## src/rtl/nco_chirp_seq_if.sv

```systemverilog
// Control, configuration and output bundle of the multi-chirp NCO sequencer.
// The sequencer attaches through the slave modport; the driving side uses master.
interface nco_chirp_seq_if #(
  parameter int PHASE_WIDTH = 32,
  parameter int SF_WIDTH    = 4,
  parameter int REP_WIDTH   = 4
);
  logic                   i_start_n;
  logic                   i_abort_n;
  logic [SF_WIDTH-1:0]    i_SF;
  logic                   i_down;
  logic [REP_WIDTH-1:0]   i_num_sym;
  logic [1:0]             i_bw_config;
  logic [PHASE_WIDTH-1:0] i_init_phase_inc;
  logic [PHASE_WIDTH-1:0] i_slope;
  logic                   i_sample_tick_n;
  logic [PHASE_WIDTH-1:0] o_phase_acc;
  logic [PHASE_WIDTH-1:0] o_phase_inc;
  logic                   o_sym_start_n;
  logic                   o_busy;
  logic                   o_done_n;

  modport master (
    output i_start_n, i_abort_n, i_SF, i_down, i_num_sym, i_bw_config,
           i_init_phase_inc, i_slope, i_sample_tick_n,
    input  o_phase_acc, o_phase_inc, o_sym_start_n, o_busy, o_done_n
  );

  modport slave (
    input  i_start_n, i_abort_n, i_SF, i_down, i_num_sym, i_bw_config,
           i_init_phase_inc, i_slope, i_sample_tick_n,
    output o_phase_acc, o_phase_inc, o_sym_start_n, o_busy, o_done_n
  );
endinterface

```

## src/rtl/nco_chirp_seq.sv

```systemverilog
// Multi-chirp NCO sequencer: phase-continuous train of up/down chirps,
// stepped on falling edges of the sample-tick strobe.
//
// state | meaning
// IDLE  | waiting for start; outputs hold last values
// LOAD  | latch configuration, clear accumulator and counters
// RUN   | accumulate and sweep increment on each tick
// DONE  | one-cycle completion pulse on o_done_n
module nco_chirp_seq #(
  parameter int PHASE_WIDTH = 32,
  parameter int SF_WIDTH    = 4,
  parameter int SF_MIN      = 5,
  parameter int SF_MAX      = 12,
  parameter int REP_WIDTH   = 4
) (
  input  logic            i_clk,
  input  logic            i_rst_n,
  nco_chirp_seq_if.slave  bus
);

  typedef enum logic [1:0] {IDLE, LOAD, RUN, DONE} state_t;

  localparam logic [PHASE_WIDTH:0]   FULL_SCALE = {1'b1, {PHASE_WIDTH{1'b0}}};
  localparam logic [PHASE_WIDTH-1:0] INC_80 = PHASE_WIDTH'(FULL_SCALE / 80);
  localparam logic [PHASE_WIDTH-1:0] INC_40 = PHASE_WIDTH'(FULL_SCALE / 40);
  localparam logic [PHASE_WIDTH-1:0] INC_20 = PHASE_WIDTH'(FULL_SCALE / 20);

  state_t                 state_q, state_d;
  logic [PHASE_WIDTH-1:0] acc_q, acc_d, inc_q, inc_d;
  logic [PHASE_WIDTH-1:0] init_q, init_d, slope_q, slope_d, inc_max_q, inc_max_d;
  logic [SF_WIDTH-1:0]    sf_q, sf_d;
  logic                   down_q, down_d;
  logic [REP_WIDTH-1:0]   nsym_q, nsym_d, chirp_q, chirp_d;
  logic [SF_MAX-1:0]      scnt_q, scnt_d;
  logic                   sym_n_q, sym_n_d;
  logic                   tick_dly_q;

  logic                   tick;
  logic [SF_WIDTH-1:0]    sf_clamp;
  logic [PHASE_WIDTH-1:0] inc_max_sel;
  logic [PHASE_WIDTH:0]   up_sum;
  logic [PHASE_WIDTH-1:0] inc_step;
  logic [SF_MAX:0]        sym_len;
  logic                   sym_last;

  assign tick = tick_dly_q & ~bus.i_sample_tick_n;

  always_comb begin
    sf_clamp = bus.i_SF;
    if (bus.i_SF < SF_WIDTH'(SF_MIN))      sf_clamp = SF_WIDTH'(SF_MIN);
    else if (bus.i_SF > SF_WIDTH'(SF_MAX)) sf_clamp = SF_WIDTH'(SF_MAX);
  end

  always_comb begin
    inc_max_sel = INC_80;
    case (bus.i_bw_config)
      2'd1:    inc_max_sel = INC_40;
      2'd2:    inc_max_sel = INC_20;
      default: inc_max_sel = INC_80;
    endcase
  end

  // Up sweep needs the carry bit so the wrap compare sees the true sum.
  assign up_sum = {1'b0, inc_q} + {1'b0, slope_q};

  always_comb begin
    inc_step = inc_q;
    if (!down_q)
      inc_step = (up_sum >= {1'b0, inc_max_q}) ? PHASE_WIDTH'(up_sum - {1'b0, inc_max_q})
                                               : up_sum[PHASE_WIDTH-1:0];
    else
      inc_step = (inc_q >= slope_q) ? inc_q - slope_q : inc_q - slope_q + inc_max_q;
  end

  assign sym_len  = (SF_MAX+1)'(1) << sf_q;
  assign sym_last = ({1'b0, scnt_q} == sym_len - (SF_MAX+1)'(1));

  always_comb begin
    state_d   = state_q;
    acc_d     = acc_q;
    inc_d     = inc_q;
    init_d    = init_q;
    slope_d   = slope_q;
    inc_max_d = inc_max_q;
    sf_d      = sf_q;
    down_d    = down_q;
    nsym_d    = nsym_q;
    chirp_d   = chirp_q;
    scnt_d    = scnt_q;
    sym_n_d   = 1'b1;
    unique case (state_q)
      IDLE: if (!bus.i_start_n) state_d = LOAD;
      LOAD: begin
        if (!bus.i_abort_n) begin
          state_d = IDLE;
        end else begin
          sf_d      = sf_clamp;
          down_d    = bus.i_down;
          nsym_d    = bus.i_num_sym;
          inc_max_d = inc_max_sel;
          init_d    = bus.i_init_phase_inc;
          slope_d   = bus.i_slope;
          acc_d     = '0;
          inc_d     = bus.i_init_phase_inc;
          scnt_d    = '0;
          chirp_d   = '0;
          sym_n_d   = 1'b0;
          state_d   = RUN;
        end
      end
      RUN: begin
        if (!bus.i_abort_n) begin
          state_d = IDLE;
        end else if (tick) begin
          acc_d = acc_q + inc_q;
          if (sym_last && chirp_q == nsym_q) begin
            inc_d   = inc_step;
            state_d = DONE;
          end else if (sym_last) begin
            // Chirp boundary: restart the sweep but keep the phase running.
            chirp_d = chirp_q + 1'b1;
            scnt_d  = '0;
            inc_d   = init_q;
            sym_n_d = 1'b0;
          end else begin
            inc_d  = inc_step;
            scnt_d = scnt_q + 1'b1;
          end
        end
      end
      DONE:    state_d = IDLE;
      default: state_d = IDLE;
    endcase
  end

  always_ff @(posedge i_clk or negedge i_rst_n) begin
    if (!i_rst_n) begin
      state_q    <= IDLE;
      acc_q      <= '0;
      inc_q      <= '0;
      init_q     <= '0;
      slope_q    <= '0;
      inc_max_q  <= '0;
      sf_q       <= '0;
      down_q     <= 1'b0;
      nsym_q     <= '0;
      chirp_q    <= '0;
      scnt_q     <= '0;
      sym_n_q    <= 1'b1;
      tick_dly_q <= 1'b1;
    end else begin
      state_q    <= state_d;
      acc_q      <= acc_d;
      inc_q      <= inc_d;
      init_q     <= init_d;
      slope_q    <= slope_d;
      inc_max_q  <= inc_max_d;
      sf_q       <= sf_d;
      down_q     <= down_d;
      nsym_q     <= nsym_d;
      chirp_q    <= chirp_d;
      scnt_q     <= scnt_d;
      sym_n_q    <= sym_n_d;
      tick_dly_q <= bus.i_sample_tick_n;
    end
  end

  assign bus.o_phase_acc   = acc_q;
  assign bus.o_phase_inc   = inc_q;
  assign bus.o_sym_start_n = sym_n_q;
  assign bus.o_busy        = (state_q != IDLE);
  assign bus.o_done_n      = (state_q != DONE);

endmodule

```

## src/flat_wrapper.sv

```systemverilog
// flat-port wrapper written by rule: the top's interface ports become plain ports
module nco_chirp_seq_flat 
#(
  parameter int PHASE_WIDTH = 32,
  parameter int SF_WIDTH    = 4,
  parameter int SF_MIN      = 5,
  parameter int SF_MAX      = 12,
  parameter int REP_WIDTH   = 4
)
  (i_clk, i_rst_n, bus_i_start_n, bus_i_abort_n, bus_i_SF, bus_i_down, bus_i_num_sym, bus_i_bw_config, bus_i_init_phase_inc, bus_i_slope, bus_i_sample_tick_n, bus_o_phase_acc, bus_o_phase_inc, bus_o_sym_start_n, bus_o_busy, bus_o_done_n);
  nco_chirp_seq_if #(.PHASE_WIDTH(PHASE_WIDTH), .SF_WIDTH(SF_WIDTH), .REP_WIDTH(REP_WIDTH)) bus_i ();
  input  logic i_clk;
  input  logic i_rst_n;
  input wire logic [$bits(bus_i.i_start_n)-1:0] bus_i_start_n;
  input wire logic [$bits(bus_i.i_abort_n)-1:0] bus_i_abort_n;
  input wire logic [$bits(bus_i.i_SF)-1:0] bus_i_SF;
  input wire logic [$bits(bus_i.i_down)-1:0] bus_i_down;
  input wire logic [$bits(bus_i.i_num_sym)-1:0] bus_i_num_sym;
  input wire logic [$bits(bus_i.i_bw_config)-1:0] bus_i_bw_config;
  input wire logic [$bits(bus_i.i_init_phase_inc)-1:0] bus_i_init_phase_inc;
  input wire logic [$bits(bus_i.i_slope)-1:0] bus_i_slope;
  input wire logic [$bits(bus_i.i_sample_tick_n)-1:0] bus_i_sample_tick_n;
  output wire logic [$bits(bus_i.o_phase_acc)-1:0] bus_o_phase_acc;
  output wire logic [$bits(bus_i.o_phase_inc)-1:0] bus_o_phase_inc;
  output wire logic [$bits(bus_i.o_sym_start_n)-1:0] bus_o_sym_start_n;
  output wire logic [$bits(bus_i.o_busy)-1:0] bus_o_busy;
  output wire logic [$bits(bus_i.o_done_n)-1:0] bus_o_done_n;
  assign bus_i.i_start_n = bus_i_start_n;
  assign bus_i.i_abort_n = bus_i_abort_n;
  assign bus_i.i_SF = bus_i_SF;
  assign bus_i.i_down = bus_i_down;
  assign bus_i.i_num_sym = bus_i_num_sym;
  assign bus_i.i_bw_config = bus_i_bw_config;
  assign bus_i.i_init_phase_inc = bus_i_init_phase_inc;
  assign bus_i.i_slope = bus_i_slope;
  assign bus_i.i_sample_tick_n = bus_i_sample_tick_n;
  assign bus_o_phase_acc = bus_i.o_phase_acc;
  assign bus_o_phase_inc = bus_i.o_phase_inc;
  assign bus_o_sym_start_n = bus_i.o_sym_start_n;
  assign bus_o_busy = bus_i.o_busy;
  assign bus_o_done_n = bus_i.o_done_n;
  nco_chirp_seq #(.PHASE_WIDTH(PHASE_WIDTH), .SF_WIDTH(SF_WIDTH), .SF_MIN(SF_MIN), .SF_MAX(SF_MAX), .REP_WIDTH(REP_WIDTH)) u_core (.i_clk(i_clk), .i_rst_n(i_rst_n), .bus(bus_i));
endmodule
```

## config.mk

```make
export PLATFORM = sky130hd
export DESIGN_NAME = nco_chirp_seq_flat
export DESIGN_NICKNAME = d
export VERILOG_FILES = /design/src/rtl/nco_chirp_seq_if.sv /design/src/rtl/nco_chirp_seq.sv /design/src/flat_wrapper.sv
export SDC_FILE = /design/constraint.sdc
export NUM_CORES = 1
export LEC_CHECK = 0
export ABC_AREA = 1
export BUFFER_PORTS_ARGS = -buffer_cell sky130_fd_sc_hd__buf_4
export CAP_MARGIN = 20
export CORE_UTILIZATION = 25
export CTS_CLUSTER_DIAMETER = 80
export DETAILED_ROUTE_END_ITERATION = 12
export PLACE_DENSITY = 0.39
export SYNTH_ARGS = -nofsm -noshare
export SYNTH_HDL_FRONTEND = slang
export SYNTH_SLANG_ARGS = --single-unit
```

## constraint.sdc

```tcl
create_clock -name i_clk -period 5.5 [get_ports i_clk]
set_input_delay 0.55 -clock i_clk [delete_from_list [all_inputs] [get_ports i_clk]]
set_output_delay 0.55 -clock i_clk [all_outputs]
set_load 0.01 [all_outputs]
```

==> reports/qor.yml <==
floorplanning:
  num_rows: 97
  die_area_um2: 72400
  ioPinCount: 147
  fp.dieW_um: 269
  floorplan.initialDensity_pct: 25.4
  core_area_um2: 70300
  fp.dieH_um: 269
run_status:
  status: "finished, final reports clean"
clock_tree:
  clock_latency_ns: 0.49
  tritoncts: "yes"
  cts_sinks: 161
  clk_path_buf_depth: 2
  cts_made_buffers: 17
  cts-root-buf: "clkbuf_16"
  clkSlewWorstSetupHoldPaths_ns: 0.08
  htree_levels: 4
logic_synthesis:
  syn_nets: 3030
  synth-edff-count: 0
  ys_seq_area_share_pct: 22.6
  syn_avg_cell_area_um2: 6.40
  synthCells: 2784
  synth_top_area_cell: "dfrtp_1"
  synth_seq_cells: 161
  async_reset_ff_share_pct: 100
  yosysUniqueCellTypes: 58
  synthesis.area_um2: 17800
  ys_top_cells_by_area: "dfrtp_1 (22%), nand2_1 (16%), ha_1 (11%)"
  yosysWarnings: 0
  synth_flop_cell: "dfrtp_1"
  yosysTopAreaCellShare_pct: 22.3
sta:
  period_needed_ns: 5.20
  max_freq_mhz: 192
  min_period_over_period_pct: 94.6
  setup_viol: 0
  worst_slew_pin_slew_ns: 0.857
  hold_violations: 0
  slew_violations: 0
  clock_skew_ns: 0.0257
  slew_headroom_pct: 42.2
  setup_slack_ns: 0.296
place:
  portBuffers: 146
  pre_cts_ws_ns: -0.128
  hpwlAfterDp_mm: 67.1
  gp_congestion: 0.954
detailed_routing:
  vias: 18887
  routed_wl_mm: 80.6
  drc_errors: 0
  detail-route-antenna-nets: 0
  vias_per_cell: 4.87
  detail_route.wl_per_cell_um: 20.8
  initialDrtViolationCount: 1167
  dr.pass1.iters: 5
finish:
  fillerInstances: 7841
  layout-drive-gt1-share_pct: 12.4
  layout_commonest_cell: "nand2_1"
  seq_area_um2: 4030
  multi_input_area_um2: 12200
  nets: 3167
  area_growth_pct: 16.7
  layout_common_cells: "nand2_1 (742), inv_1 (306), nor2_1 (255), a21oi_1 (251), o21ai_0 (210)"
global_routing:
  antenna_found_initial: 2
  grt_max_degree: 84
  grt_first_pass_wirelength_mm: 120
  grt_pass1_vias: 18819
  grt_remaining_overflow: 0
  track_usage_pct: 22.5
setup_path:
  slowest_delay_ns: 0.50
  rr_worst_depth: 29
  arrival_ns: 5.61
  cp_slowest_cell: "dfrtp_2"
  worst_path_most_repeated_cell: "nand2_1"
  startpoint_type: "register"
  cp-end-kind: "register"
  crit_type: "reg2reg"
  worst_ep_required_time_ns: 5.91
  critPathMaxFanout: 12
flow_run:
  cap_viol_max_count: 0
min_path:
  holdCritPathClass: "in2async"
==> stage by stage <==
step | TNS (ns) | hold WS, ns | std cells | instance area, µm² | utilization [%]
after floorplan | 0 | 0.254 | 2784 | 17800 | -
final | 0 | 0.126 | 3875 | 20800 | 29.6
after detailed placement | -0.225 | 0.460 | 3841 | 20100 | 28.7
after global placement | -0.495 | 0.460 | 3841 | 20100 | 28.7
after CTS | 0 | 0.127 | 3873 | 20700 | 29.5
after global routing | -0.0138 | 0.142 | 3874 | 20800 | 29.6
==> final cells by class <==
class	instances	share of cell area [%]
Timing Repair Buffer	198	7.29
Tap cell	940	5.66
Antenna cell	1	0.0120
Inverter	335	6.07
Clock buffer	22	2.23
Clock inverter	10	0.596
Multi-Input combinational cell	2208	58.7
Sequential cell	161	19.4
==> final timing paths <==
path	startpoint	endpoint	slack, ns
worst max-delay path	u_core.bus.o_phase_inc[7]	u_core.bus.o_phase_inc[14]	0.30
worst min-delay path	i_rst_n	u_core.sf_q[2]	0.13
worst max register to register	u_core.bus.o_phase_inc[7]	u_core.bus.o_phase_inc[14]	0.30
worst min register to register	u_core.init_q[10]	u_core.init_q[10]	0.47
max in group asynchronous	i_rst_n	u_core.bus.o_phase_inc[7]	4.21
min in group i_clk	bus_i_sample_tick_n	u_core.tick_dly_q	0.18
==> worst max-delay path, delay by kind of cell, from the launching register on <==
family / cells / cell delay (ns)
simple gates: 17 / 2.15
compound gates: 5 / 0.96
fa+ha+maj: 2 / 0.71
flops: 1 / 0.50
buf+inv: 4 / 0.49
xor+xnor: 1 / 0.33
==> synth_stat cells, types with 39 or more instances <==
cell / count
nor3_1: 39
nand3_1: 128
o21ai_0: 212
a21oi_1: 251
dfrtp_1: 159
xor2_1: 83
clkbuf_1: 42
inv_1: 307
nand2_1: 742
ha_1: 161
or2_2: 39
nor2_1: 259
==> flip-flops by register name, summed over array words and instances, names as in the netlist, 4 cells and up <==
signal	cells
u_core.bus.o_phase_acc	32
u_core.bus.o_phase_inc	32
u_core.chirp_q	4
u_core.inc_max_q	4
u_core.init_q	32
u_core.nsym_q	4
u_core.scnt_q	12
u_core.sf_q	4
u_core.slope_q	32
==> per-layer routing <==
layer	global-route usage [%]	up-vias	part of all wire, %
met2	36.3	412	46
met5	0	-	0
met4	8.23	0	3.2
li1	-	9414	-
met3	2.11	95	3.2
met1	31.1	8966	48
==> what timing repair did <==
action,CTS,global route
buffers inserted,0,1
pin swaps,0,2
endpoints found under the setup margin,3,26
hold buffers,0,0
gates resized for setup,3,14
==> cells by family (layout without fill, tap and decap cells) <==
family / after synthesis / count (layout) / share of synthesized area, %
buffers and inverters: 415 / 565 / 9.25
XOR/XNOR: 115 / 115 / 5.65
other: 0 / 1 / 0
flip-flops: 161 / 161 / 22.6
AND/OR/NAND/NOR: 1287 / 1287 / 30.4
adder cells (fa/ha/maj): 166 / 166 / 11.9
AO/OA/AOI/OAI: 640 / 640 / 20.2
Power is not shown: default switching activity piles up to over one toggle a cycle in this logic, so the estimate is an artifact.
